<file path="config.mk">
export PLATFORM = sky130hd
export DESIGN_NAME = ps2_key_ctrl
export DESIGN_NICKNAME = d
export VERILOG_FILES = /design/src/rtl/ps2_key_ctrl.sv
export SDC_FILE = /design/constraint.sdc
export NUM_CORES = 1
export LEC_CHECK = 0
export ABC_AREA = 0
export CAP_MARGIN = 40
export CELL_PAD_IN_SITES_DETAIL_PLACEMENT = 0
export CELL_PAD_IN_SITES_GLOBAL_PLACEMENT = 2
export CORE_ASPECT_RATIO = 1.5
export CORE_MARGIN = 8
export CORE_UTILIZATION = 27
export DETAILED_ROUTE_END_ITERATION = 8
export PLACE_DENSITY = 0.75
export SKIP_CTS_REPAIR_TIMING = 1
export SLEW_MARGIN = 25
export SYNTH_ARGS = -nofsm -noshare
export SYNTH_HDL_FRONTEND = slang
export SYNTH_SLANG_ARGS = --single-unit
</file>
<file path="constraint.sdc">
create_clock -name clk -period 1.6 [get_ports clk]
set_input_delay 0.24 -clock clk [delete_from_list [all_inputs] [get_ports clk]]
set_output_delay 0.24 -clock clk [all_outputs]
set_load 0.02 [all_outputs]
</file>
<file path="src/rtl/ps2_key_ctrl.sv">
// Pops set-2 scan codes from the keyboard FIFO, decodes the E0/F0 prefixes and tracks
// the held key plus a count of distinct presses. All outputs are registered.
module ps2_key_ctrl #(
  parameter int unsigned COUNT_W    = 8,
  parameter logic [7:0]  EXT_CODE   = 8'hE0,
  parameter logic [7:0]  BREAK_CODE = 8'hF0
) (
  input  logic               clk,
  input  logic               rst,
  input  logic [7:0]         ps2_data,
  input  logic               ps2_ready,
  output logic               ps2_nextdata_n,
  output logic [7:0]         key_code,
  output logic               key_ext,
  output logic               key_valid,
  output logic [COUNT_W-1:0] key_count,
  output logic               make_pulse,
  output logic               break_pulse
);

  typedef enum logic [1:0] {StIdle, StPop, StGap} state_e;

  state_e state_q, state_d;

  logic [7:0]         byte_q, byte_d;
  logic               ext_pend_q, ext_pend_d;
  logic               brk_pend_q, brk_pend_d;
  logic [7:0]         code_q, code_d;
  logic               ext_q, ext_d;
  logic               valid_q, valid_d;
  logic [COUNT_W-1:0] count_q, count_d;
  logic               make_q, make_d;
  logic               brk_q, brk_d;
  logic               nextdata_n_q, nextdata_n_d;
  logic               same_key;

  // State register
  always_ff @(posedge clk) begin
    if (rst) begin
      state_q <= StIdle;
    end else begin
      state_q <= state_d;
    end
  end

  // Next-state logic
  always_comb begin
    state_d = state_q;
    unique case (state_q)
      StIdle:  if (ps2_ready) state_d = StPop;
      StPop:   state_d = StGap;
      StGap:   state_d = StIdle;
      default: state_d = StIdle;
    endcase
  end

  // Byte matches the tracked key including its extended flag
  assign same_key = valid_q && (byte_q == code_q) && (ext_pend_q == ext_q);

  // Output / datapath next-state logic
  always_comb begin
    byte_d       = byte_q;
    ext_pend_d   = ext_pend_q;
    brk_pend_d   = brk_pend_q;
    code_d       = code_q;
    ext_d        = ext_q;
    valid_d      = valid_q;
    count_d      = count_q;
    make_d       = 1'b0;
    brk_d        = 1'b0;
    nextdata_n_d = (state_d != StPop);

    if (state_q == StIdle && ps2_ready) begin
      byte_d = ps2_data;
    end

    if (state_q == StPop) begin
      if (byte_q == EXT_CODE) begin
        ext_pend_d = 1'b1;
      end else if (byte_q == BREAK_CODE) begin
        brk_pend_d = 1'b1;
      end else begin
        if (brk_pend_q) begin
          brk_d = 1'b1;
          // Releasing a key other than the tracked one leaves key_valid alone
          if (same_key) valid_d = 1'b0;
        end else if (!same_key) begin
          code_d  = byte_q;
          ext_d   = ext_pend_q;
          valid_d = 1'b1;
          count_d = count_q + COUNT_W'(1);
          make_d  = 1'b1;
        end
        ext_pend_d = 1'b0;
        brk_pend_d = 1'b0;
      end
    end
  end

  always_ff @(posedge clk) begin
    if (rst) begin
      byte_q       <= 8'h00;
      ext_pend_q   <= 1'b0;
      brk_pend_q   <= 1'b0;
      code_q       <= 8'h00;
      ext_q        <= 1'b0;
      valid_q      <= 1'b0;
      count_q      <= '0;
      make_q       <= 1'b0;
      brk_q        <= 1'b0;
      nextdata_n_q <= 1'b1;
    end else begin
      byte_q       <= byte_d;
      ext_pend_q   <= ext_pend_d;
      brk_pend_q   <= brk_pend_d;
      code_q       <= code_d;
      ext_q        <= ext_d;
      valid_q      <= valid_d;
      count_q      <= count_d;
      make_q       <= make_d;
      brk_q        <= brk_d;
      nextdata_n_q <= nextdata_n_d;
    end
  end

  assign ps2_nextdata_n = nextdata_n_q;
  assign key_code       = code_q;
  assign key_ext        = ext_q;
  assign key_valid      = valid_q;
  assign key_count      = count_q;
  assign make_pulse     = make_q;
  assign break_pulse    = brk_q;

endmodule
</file>
==> results of run 1 <==
path summary, 6_finish.rpt:
path	slack, ps	cells past startpoint	end	start
worst min register to register	490	2	key_count[7]	key_count[7]
worst min-delay path	490	2	key_count[7]	key_count[7]
worst max register to register	-130	7	key_ext	key_code[7]
worst max-delay path	-130	7	key_ext	key_code[7]
sequential cells by signal (all words and copies together), names as in the netlist:
signal and cells:
ext_pend_q 1, key_ext 1, key_code 8, key_valid 1, state_q 2, ps2_nextdata_n 1
break_pulse 1, make_pulse 1, byte_q 8, key_count 8, brk_pend_q 1
per-stage QoR:
stage	setup TNS, ps	hold slack [ps]	std cells
after global placement	-699.8	468.9	260
after global routing	-3204	520.4	271
after CTS	-1209	485.1	268
after floorplan	-389.5	312.1	136
final	-1442	487.9	271
after detailed placement	-983.3	475.8	260
layer usage:
layer	vias up	GRT usage (%)	part of all wire [%]	wire, µm
met5	-	0	0	0
met4	0	5.000	2.5	87
met3	9	3.764	5.2	184
li1	603	-	-	-
met1	572	8.874	39	1365
met2	25	17.60	54	1886
placed cells by master (no fill, tap or decap), types with 3 or more instances in the layout:
| cell type | Yosys | final |
|---|---|---|
| nand3_1 | 3 | 3 |
| inv_1 | 4 | 4 |
| xnor2_1 | 9 | 4 |
| buf_4 | 0 | 28 |
| nor2_1 | 24 | 23 |
| dfxtp_1 | 33 | 15 |
| dlymetal6s2s_1 | 0 | 9 |
| clkbuf_8 | 0 | 5 |
| clkbuf_1 | 3 | 3 |
| dfxtp_2 | 0 | 12 |
| mux2i_1 | 18 | 18 |
| buf_6 | 1 | 3 |
| nor3_1 | 3 | 3 |
| xnor2_2 | 0 | 5 |
| clkdlybuf4s50_1 | 0 | 22 |
| nand2_1 | 3 | 3 |
| a21oi_1 | 7 | 7 |
| dfxtp_4 | 0 | 6 |
| or3_1 | 4 | 4 |
cell type report:
type	instances	share of cell area (%)
Inverter	4	0.6708
Sequential cell	33	31.19
Timing Repair Buffer	65	28.68
Tap cell	68	3.801
Multi-Input combinational cell	93	32.08
Clock buffer	8	3.577
power breakdown:
part	switching (W)	internal (W)
Clock	0.000287	0.000309
Sequential	0.0000325	0.000850
Combinational	0.000135	0.000187
Total	0.000454	0.00135
logic make-up (layout without fill, tap and decap cells):
family,after synthesis,after routing,synth area share [%]
buf+inv,10,77,4.450
xor+xnor,10,10,6.358
simple gates,47,47,17.62
flops,33,33,47.96
compound gates,17,17,9.627
fa+ha+maj,1,1,0.9081
mux,18,18,13.08
worst max-delay path, cell delays in order (launching register included):
cell and delay (ps):
dfxtp_2 330, xnor2_1 170, nand4_1 190, o311ai_4 450, buf_12 180, buf_6 90, mux2i_1 160, nor2_1 50
==> metrics, run 1 <==
status=finished, violations left; failing checks=negative setup slack; Initial Util=27.31%; clock latency on the worst-skew pair=roughly 280 ps; placed wire-length estimate=around 2.6 mm; Critical Path Sink Type=flop; ranking of synthesized cells by area=dfxtp_1, mux2i_1, nor2_1; placeable core area=5045 µm²; vias in the first global route=1229; CP required=between 1500 and 2000 ps; Yosys top cell area share=around 48%; Post-Synthesis Cell Area=1378 µm²; EDFF count, synth=0; CTS Buf Count=5; final wirelength=3.524 mm; # DRC=0; clk slew on worst S/H paths=70 ps; Overall Power=0.001800 W; Vias/cell=4.461; top post-synthesis cells by count=dfxtp_1, nor2_1, mux2i_1; Area growth syn-to-layout=62.49%; area occupied by multi-input gates=718.2 µm²; ant diodes=0; initial antenna violation count=0; minimum clock period=approximately 1700 ps; max-cap violation count=0; total number of vias=about 1200; post-synthesis register bit count=33; Mapped Nets=148; Slew Viols, Final=0; asr flop ratio synth=0%; 1st-pass router iterations=3; Post-DP Area=between 2000 and 2500 µm²; die width=74.32 µm; unrepaired setup endpoints after global routing=yes; boundary pin count=32; Hold Crit Class=flop to flop; GRT overflow=0; Final Hold Fails=0; Syn Area/Cell=10.13 µm²; count leader, synth=dfxtp_1; WS Path Type=flop to flop; Routed WL per cell=13.00 µm; Die ar.=7691 µm²; worst slack at placement=-119.1 ps; post-synth cell types=30; Final period util=108.2%; Post-synth top flop=dfxtp_1; DR iter-0 viols=28; CTS tree=yes; Arrival @ worst endpoint=about 1900 ps; register area=698.2 µm²; clock root buffer=clkbuf_8; CTS Sinks=33; chip height=103.5 µm; PD cells=804.1 nW/µm²; Synth area leader=dfxtp_1; Synth warnings=0; Slew HR=72.84%; CP max FO=8; crit path launch type=flop; CTS Buffer Depth=2; Seq/Total Area, Yosys=47.96%; Routed Antenna Nets=0; post-route design area=2238 µm²; Total GRT Usage=9.621%; fin util=44.37%; Final Skew=7.855 ps; fillcell total=528; CTS H-tree depth=2; Worst Setup Slack, final=-130.9 ps; first-pass GRT wire length=5.568 mm; layout cell share with drive strength beyond 1=34.48%; row cnt=32; Syn Inst Count=136; endpoints failing setup=17; Lkg Pwr=1.047 nW; Worst VDD drop=0.0004338 V; f_max=0.5777 GHz; I/O Buffers=31; GPL Wtd Cong=0.7628; NumNets Final=214; largest net degree at the start of global routing=33; Worst Max-Slew Pin Slew=406.5 ps
(Power assumes the default switching activity.)
==> inputs of run 2 (changes only) <==
--- a/config.mk
+++ b/config.mk
@@ -6,6 +6,7 @@
 export NUM_CORES = 1
 export LEC_CHECK = 0
 export ABC_AREA = 0
+export ABC_CLOCK_PERIOD_IN_PS = 1500
 export CAP_MARGIN = 40
 export CELL_PAD_IN_SITES_DETAIL_PLACEMENT = 0
 export CELL_PAD_IN_SITES_GLOBAL_PLACEMENT = 2
==> constraint.sdc (replaced) <==
create_clock -name clk -period 1.5 [get_ports clk]
set_input_delay 0.225 -clock clk [delete_from_list [all_inputs] [get_ports clk]]
set_output_delay 0.225 -clock clk [all_outputs]
set_load 0.02 [all_outputs]
==> run 2 against run 1 <==
Against the previous run:
- the flow still finishes with violations (negative setup slack)
- utilization is 0.69 points lower
- setup slack worse by 47 ps
- sequential power is 6.8% higher
- hold slack hardly changed
- largest cell class unchanged
==> metrics, run 2 (synthesis results as in run 1) <==
total number of vias=1176; crit path launch type=flop; WS Path Type=flop to flop; CTS Buf Count=5; boundary pin count=32; leading cell type in the layout, fill and taps excluded=buf_4; die width=74.32 µm; Die ar.=between 7000 and 8000 µm²; GRT overflow=0; 1st-pass router iterations=4; most frequent cells in the layout=buf_4, nor2_1, mux2i_1, dlymetal6s2s_1, dfxtp_1; Sw Pwr=0.0004743 W; CP cell instances=xnor2_1 -> nand4_1 -> o311ai_4 -> buf_12 -> mux2i_1 -> nor2_1; layout cell share with drive strength beyond 1=approximately a third; Worst Max-Slew Pin Slew=a little over 300 ps; max-cap violation count=0; Lkg Pwr=1.184 nW; CP peak stage delay=~380 ps; failing checks=negative setup slack; CTS Buffer Depth=2; Area growth syn-to-layout=59.95%; largest net degree at the start of global routing=33; Final Hold Fails=0; final wirelength=between 3 and 4 mm; sequential share of power=49.6%; fin util=43.68%; CTS H-tree depth=2; NumNets Final=211; Reg2Reg Setup Slack=-180 ps; Routed Antenna Nets=0; Combinational Power Share=between 15 and 20%; row cnt=32; ant diodes=0; Final period util=111.9%; first-pass GRT wire length=around 5.5 mm; Critical path buffers and inverters=1; Initial Util=between 20% and 30%; endpoints failing setup=17; PD cells=approximately 860 nW/µm²; Arrival @ worst endpoint=roughly 1900 ps; Overall Power=0.001898 W; Slew Viols, Final=0; Routed WL per cell=12.66 µm; GPL Wtd Cong=0.7714; Slowest cell on crit path=o311ai_4; Hold Crit Class=flop to flop; initial antenna violation count=0; clock latency on the worst-skew pair=280 ps; Final Skew=6.275 ps; Total GRT Usage=9.534%; placed wire-length estimate=2.530 mm; chip height=between 100 and 150 µm; clk slew on worst S/H paths=around 60 ps; f_max=0.5958 GHz; clock root buffer=clkbuf_8; sw frac=24.99%; CTS tree=yes; Critical Path Sink Type=flop; vias in the first global route=1214; status=finished, violations left; minimum clock period=between 1500 and 2000 ps; Vias/cell=4.388; Worst Setup Slack, final=-178.4 ps; critical path's top delay family=compound AO/OA/AOI/OAI gates; CP max FO=22; Worst VDD drop=0.0004424 V; # DRC=0; placeable core area=5045 µm²; DR iter-0 viols=32; I/O Buffers=31; unrepaired setup endpoints after global routing=yes; Slew HR=79.20%; Internal Power=between 0.001 and 0.0015 W; CTS Sinks=33; CP required=1670 ps; clock share of power=33.1%
[run 2: changes by cell type in the layout (fill, tap and decap cells not counted), moves of 2 or more]
| cell | delta |
|---|---|
| o21ai_2 | -2 |
| buf_6 | -2 |
| clkdlybuf4s50_1 | -9 |
| o21ai_0 | +2 |
| dlymetal6s2s_1 | +9 |
[run 2: stage by stage]
step                instance area, µm²  hold slack [ps]  setup WS, ps  instances  TNS, ps
floorplan                         1401            297.1        -148.4        136    -1253
global placement                  2001            473.8        -152.3        259    -2293
detailed placement                2001            477.3        -180.6        259    -2748
CTS                               2081            488.9        -194.2        267    -3516
global route                      2203            507.4        -263.4        268    -3673
finish                            2203            488.4        -178.4        268    -2290
[run 2: area by class of cell]
| type | instances | area (µm²) |
|---|---|---|
| inverters | 4 | 15.01 |
| clock buffers | 8 | 80.08 |
| flip-flops and latches | 33 | 694.4 |
| well taps | 68 | 85.08 |
| multi-input cells | 93 | 711.9 |
| repair buffers | 62 | 616.8 |
| fillers | 516 | 2841 |
[run 2: power by group through the flow]
stage          logic (W)  clock network, W  registers (W)
6_report        0.000328          0.000628       0.000942
5_1_grt         0.000352          0.000698       0.000946
4_1_cts         0.000314          0.000651       0.000935
3_5_place_dp    0.000313                 0       0.000954
3_3_place_gp    0.000309                 0       0.000952
2_1_floorplan   0.000146                 0       0.000971
[run 2: layer usage]
metal	track usage, %	share of wire [%]	vias to the layer above
met5	0	0	-
met2	16.64	51	22
met3	3.089	5.4	5
met1	9.421	41	555
li1	-	-	594
met4	6.061	2.6	0
[run 2: worst paths after layout]
kind	start	cells after the start	end
setup / recovery	byte_q[4]	6	key_code[0]
hold / removal	brk_pend_q	1	key_valid
setup reg to reg	byte_q[4]	6	key_code[0]
hold reg to reg	brk_pend_q	1	key_valid
==> inputs of run 3 (changes only) <==
--- a/config.mk
+++ b/config.mk
@@ -11,7 +11,7 @@
 export CELL_PAD_IN_SITES_DETAIL_PLACEMENT = 0
 export CELL_PAD_IN_SITES_GLOBAL_PLACEMENT = 2
 export CORE_ASPECT_RATIO = 1.5
-export CORE_MARGIN = 8
+export CORE_MARGIN = 2
 export CORE_UTILIZATION = 27
 export DETAILED_ROUTE_END_ITERATION = 8
 export PLACE_DENSITY = 0.75
==> run 3 against run 2 <==
Against the previous run:
- the run still ends with negative setup slack left
- non-clock buffer count decreased by 2
- clock skew decreased by 1.3 ps
- via count increased by 0.77%
- register-to-register slack improved by 20 ps
- sequential share of layout area increased by 0.55 points
- maximum frequency increased by 1.3%
- first-iteration DRC count decreased by 6.3%
==> metrics, run 3 (synthesis results as in run 1) <==
status=finished, violations left; failing checks=negative setup slack; unrepaired setup endpoints after global routing=yes; first-pass GRT wire length=5.451 mm; CP peak stage delay=410 ps; Reg2Reg Setup Slack=-160 ps; GRT overflow=0; CTS Buf Count=5; CTS Buffer Depth=2; Worst Max-Slew Pin Slew=347.4 ps; f_max=~0.60 GHz; Die ar.=between 5000 and 6000 µm²; WS Path Type=flop to flop; clk slew on worst S/H paths=70 ps; Routed WL per cell=approximately 12 µm; Slowest cell on crit path=o311ai_4; CTS tree=yes; endpoints failing setup=17; final wirelength=3.269 mm; 1st-pass router iterations=4; # DRC=0; Critical Path Sink Type=flop; RR Startpoint=byte_q[0]; Critical path buffers and inverters=1; clock latency on the worst-skew pair=280 ps; clock share of power=33.8%; Worst Reg-to-Reg Cells=6; worst hold margin=around 490 ps; chip height=slightly above 90 µm; vias in the first global route=approximately 1200; Worst Setup Slack, final=-157.2 ps; Slew HR=76.78%; Combinational Power Share=16.5%; DR iter-0 viols=30; GPL Wtd Cong=0.7196; Vias/cell=~4.5; sw frac=25.73%; Routed Antenna Nets=0; Lkg Pwr=1.171 nW; leading cell type in the layout, fill and taps excluded=buf_4; layout cell share with drive strength beyond 1=31.31%; CTS H-tree depth=2; setup_tns=-2137 ps; total number of vias=~1200; post-route design area=2170 µm²; Setup crit start=byte_q[0]; CTS Sinks=33; minimum clock period=1657 ps; clock root buffer=clkbuf_8; Worst VDD drop=0.0005410 V; Internal Power=0.001400 W; placed wire-length estimate=2.410 mm; Slew Viols, Final=0; Final Hold Fails=0; Hold Crit Class=flop to flop; Total GRT Usage=12.08%; row cnt=31; worst r2r dst=key_code[6]; CP required=1670 ps; Sw Pwr=0.0004852 W; PD cells=869.1 nW/µm²; fillcell total=503; Arrival @ worst endpoint=1830 ps; Final Skew=4.985 ps; I/O Buffers=31; largest net degree at the start of global routing=33; max-cap violation count=0; Critical Path End=key_code[6]; placeable core area=just under 5000 µm²; die width=62.32 µm; Final period util=110.5%; NumNets Final=between 200 and 250; CP cell instances=xnor2_1 -> nand4_1 -> o311ai_4 -> buf_6 -> mux2i_1 -> nor2_1; boundary pin count=32; ant diodes=0; critical path's top delay family=compound AO/OA/AOI/OAI gates; initial antenna violation count=0; Area growth syn-to-layout=57.49%; sequential share of power=49.7%; most frequent cells in the layout=buf_4, nor2_1, mux2i_1, dlymetal6s2s_1, dfxtp_1; CP max FO=7; crit path launch type=flop; Post-DP Area=1963 µm²; Initial Util=28.19%; Critical Path Stages=6
-- run 3: cell count changes in the layout (fill, tap and decap cells not counted), sizes merged --
cell,before,now
buf,31,29
clkbuf,8,6
clkinv,0,2
-- run 3: layout make-up --
| class | instances | area [µm²] | share of cell area (%) |
|---|---|---|---|
| multi-input cells | 93 | 703.2 | 32.41 |
| flip-flops and latches | 33 | 695.7 | 32.06 |
| inverters | 4 | 15.01 | 0.6920 |
| well taps | 66 | 82.58 | 3.806 |
| repair buffers | 60 | 590.6 | 27.22 |
| clock buffers | 6 | 72.57 | 3.345 |
| clock inverters | 2 | 10.01 | 0.4614 |
-- run 3: power by group through the flow --
stage               Sequential (W)  Clock (W)  Combinational (W)
floorplan                 0.000971          0           0.000146
global placement          0.000953          0           0.000290
detailed placement        0.000954          0           0.000295
CTS                       0.000934   0.000661           0.000296
global route              0.000942   0.000692           0.000339
finish                    0.000938   0.000637           0.000310
-- run 3: layer usage --
layer | GRT usage (%) | up-vias | part of all wire, %
met5 | 0 | - | 0
met4 | 4.444 | 0 | 1.4
met3 | 3.222 | 5 | 3.6
met2 | 24.18 | 24 | 56
met1 | 11.45 | 563 | 39
li1 | - | 593 | -
-- run 3: through the flow --
stage / setup WS, ps / utilization (%) / cells / total power (W)
after floorplan: -148.4 / - / 136 / 0.001117
after global placement: -157.7 / 40.17 / 254 / 0.001244
after detailed placement: -189.7 / 40.17 / 254 / 0.001248
after CTS: -212.9 / 41.86 / 262 / 0.001891
after global routing: -253.0 / 44.39 / 264 / 0.001973
final: -157.2 / 44.39 / 264 / 0.001886
-- run 3: how the worst min path moves through the flow --
| stage | cells after the start | startpoint | slack (ps) | end |
|---|---|---|---|---|
| 2_1_floorplan | 1 | rst | 300 | key_valid |
| 3_3_place_gp | 2 | key_count[7] | 460 | key_count[7] |
| 3_5_place_dp | 2 | key_count[7] | 480 | key_count[7] |
| 4_1_cts | 2 | key_count[7] | 490 | key_count[7] |
| 5_1_grt | 1 | brk_pend_q | 500 | key_valid |
| 6_report | 2 | key_count[7] | 490 | key_count[7] |
-- run 3: tightest hold or removal path, stage by stage, from the launching register on --
cell and delay, ps:
dfxtp_1 320, o31ai_1 60, a21oi_1 60
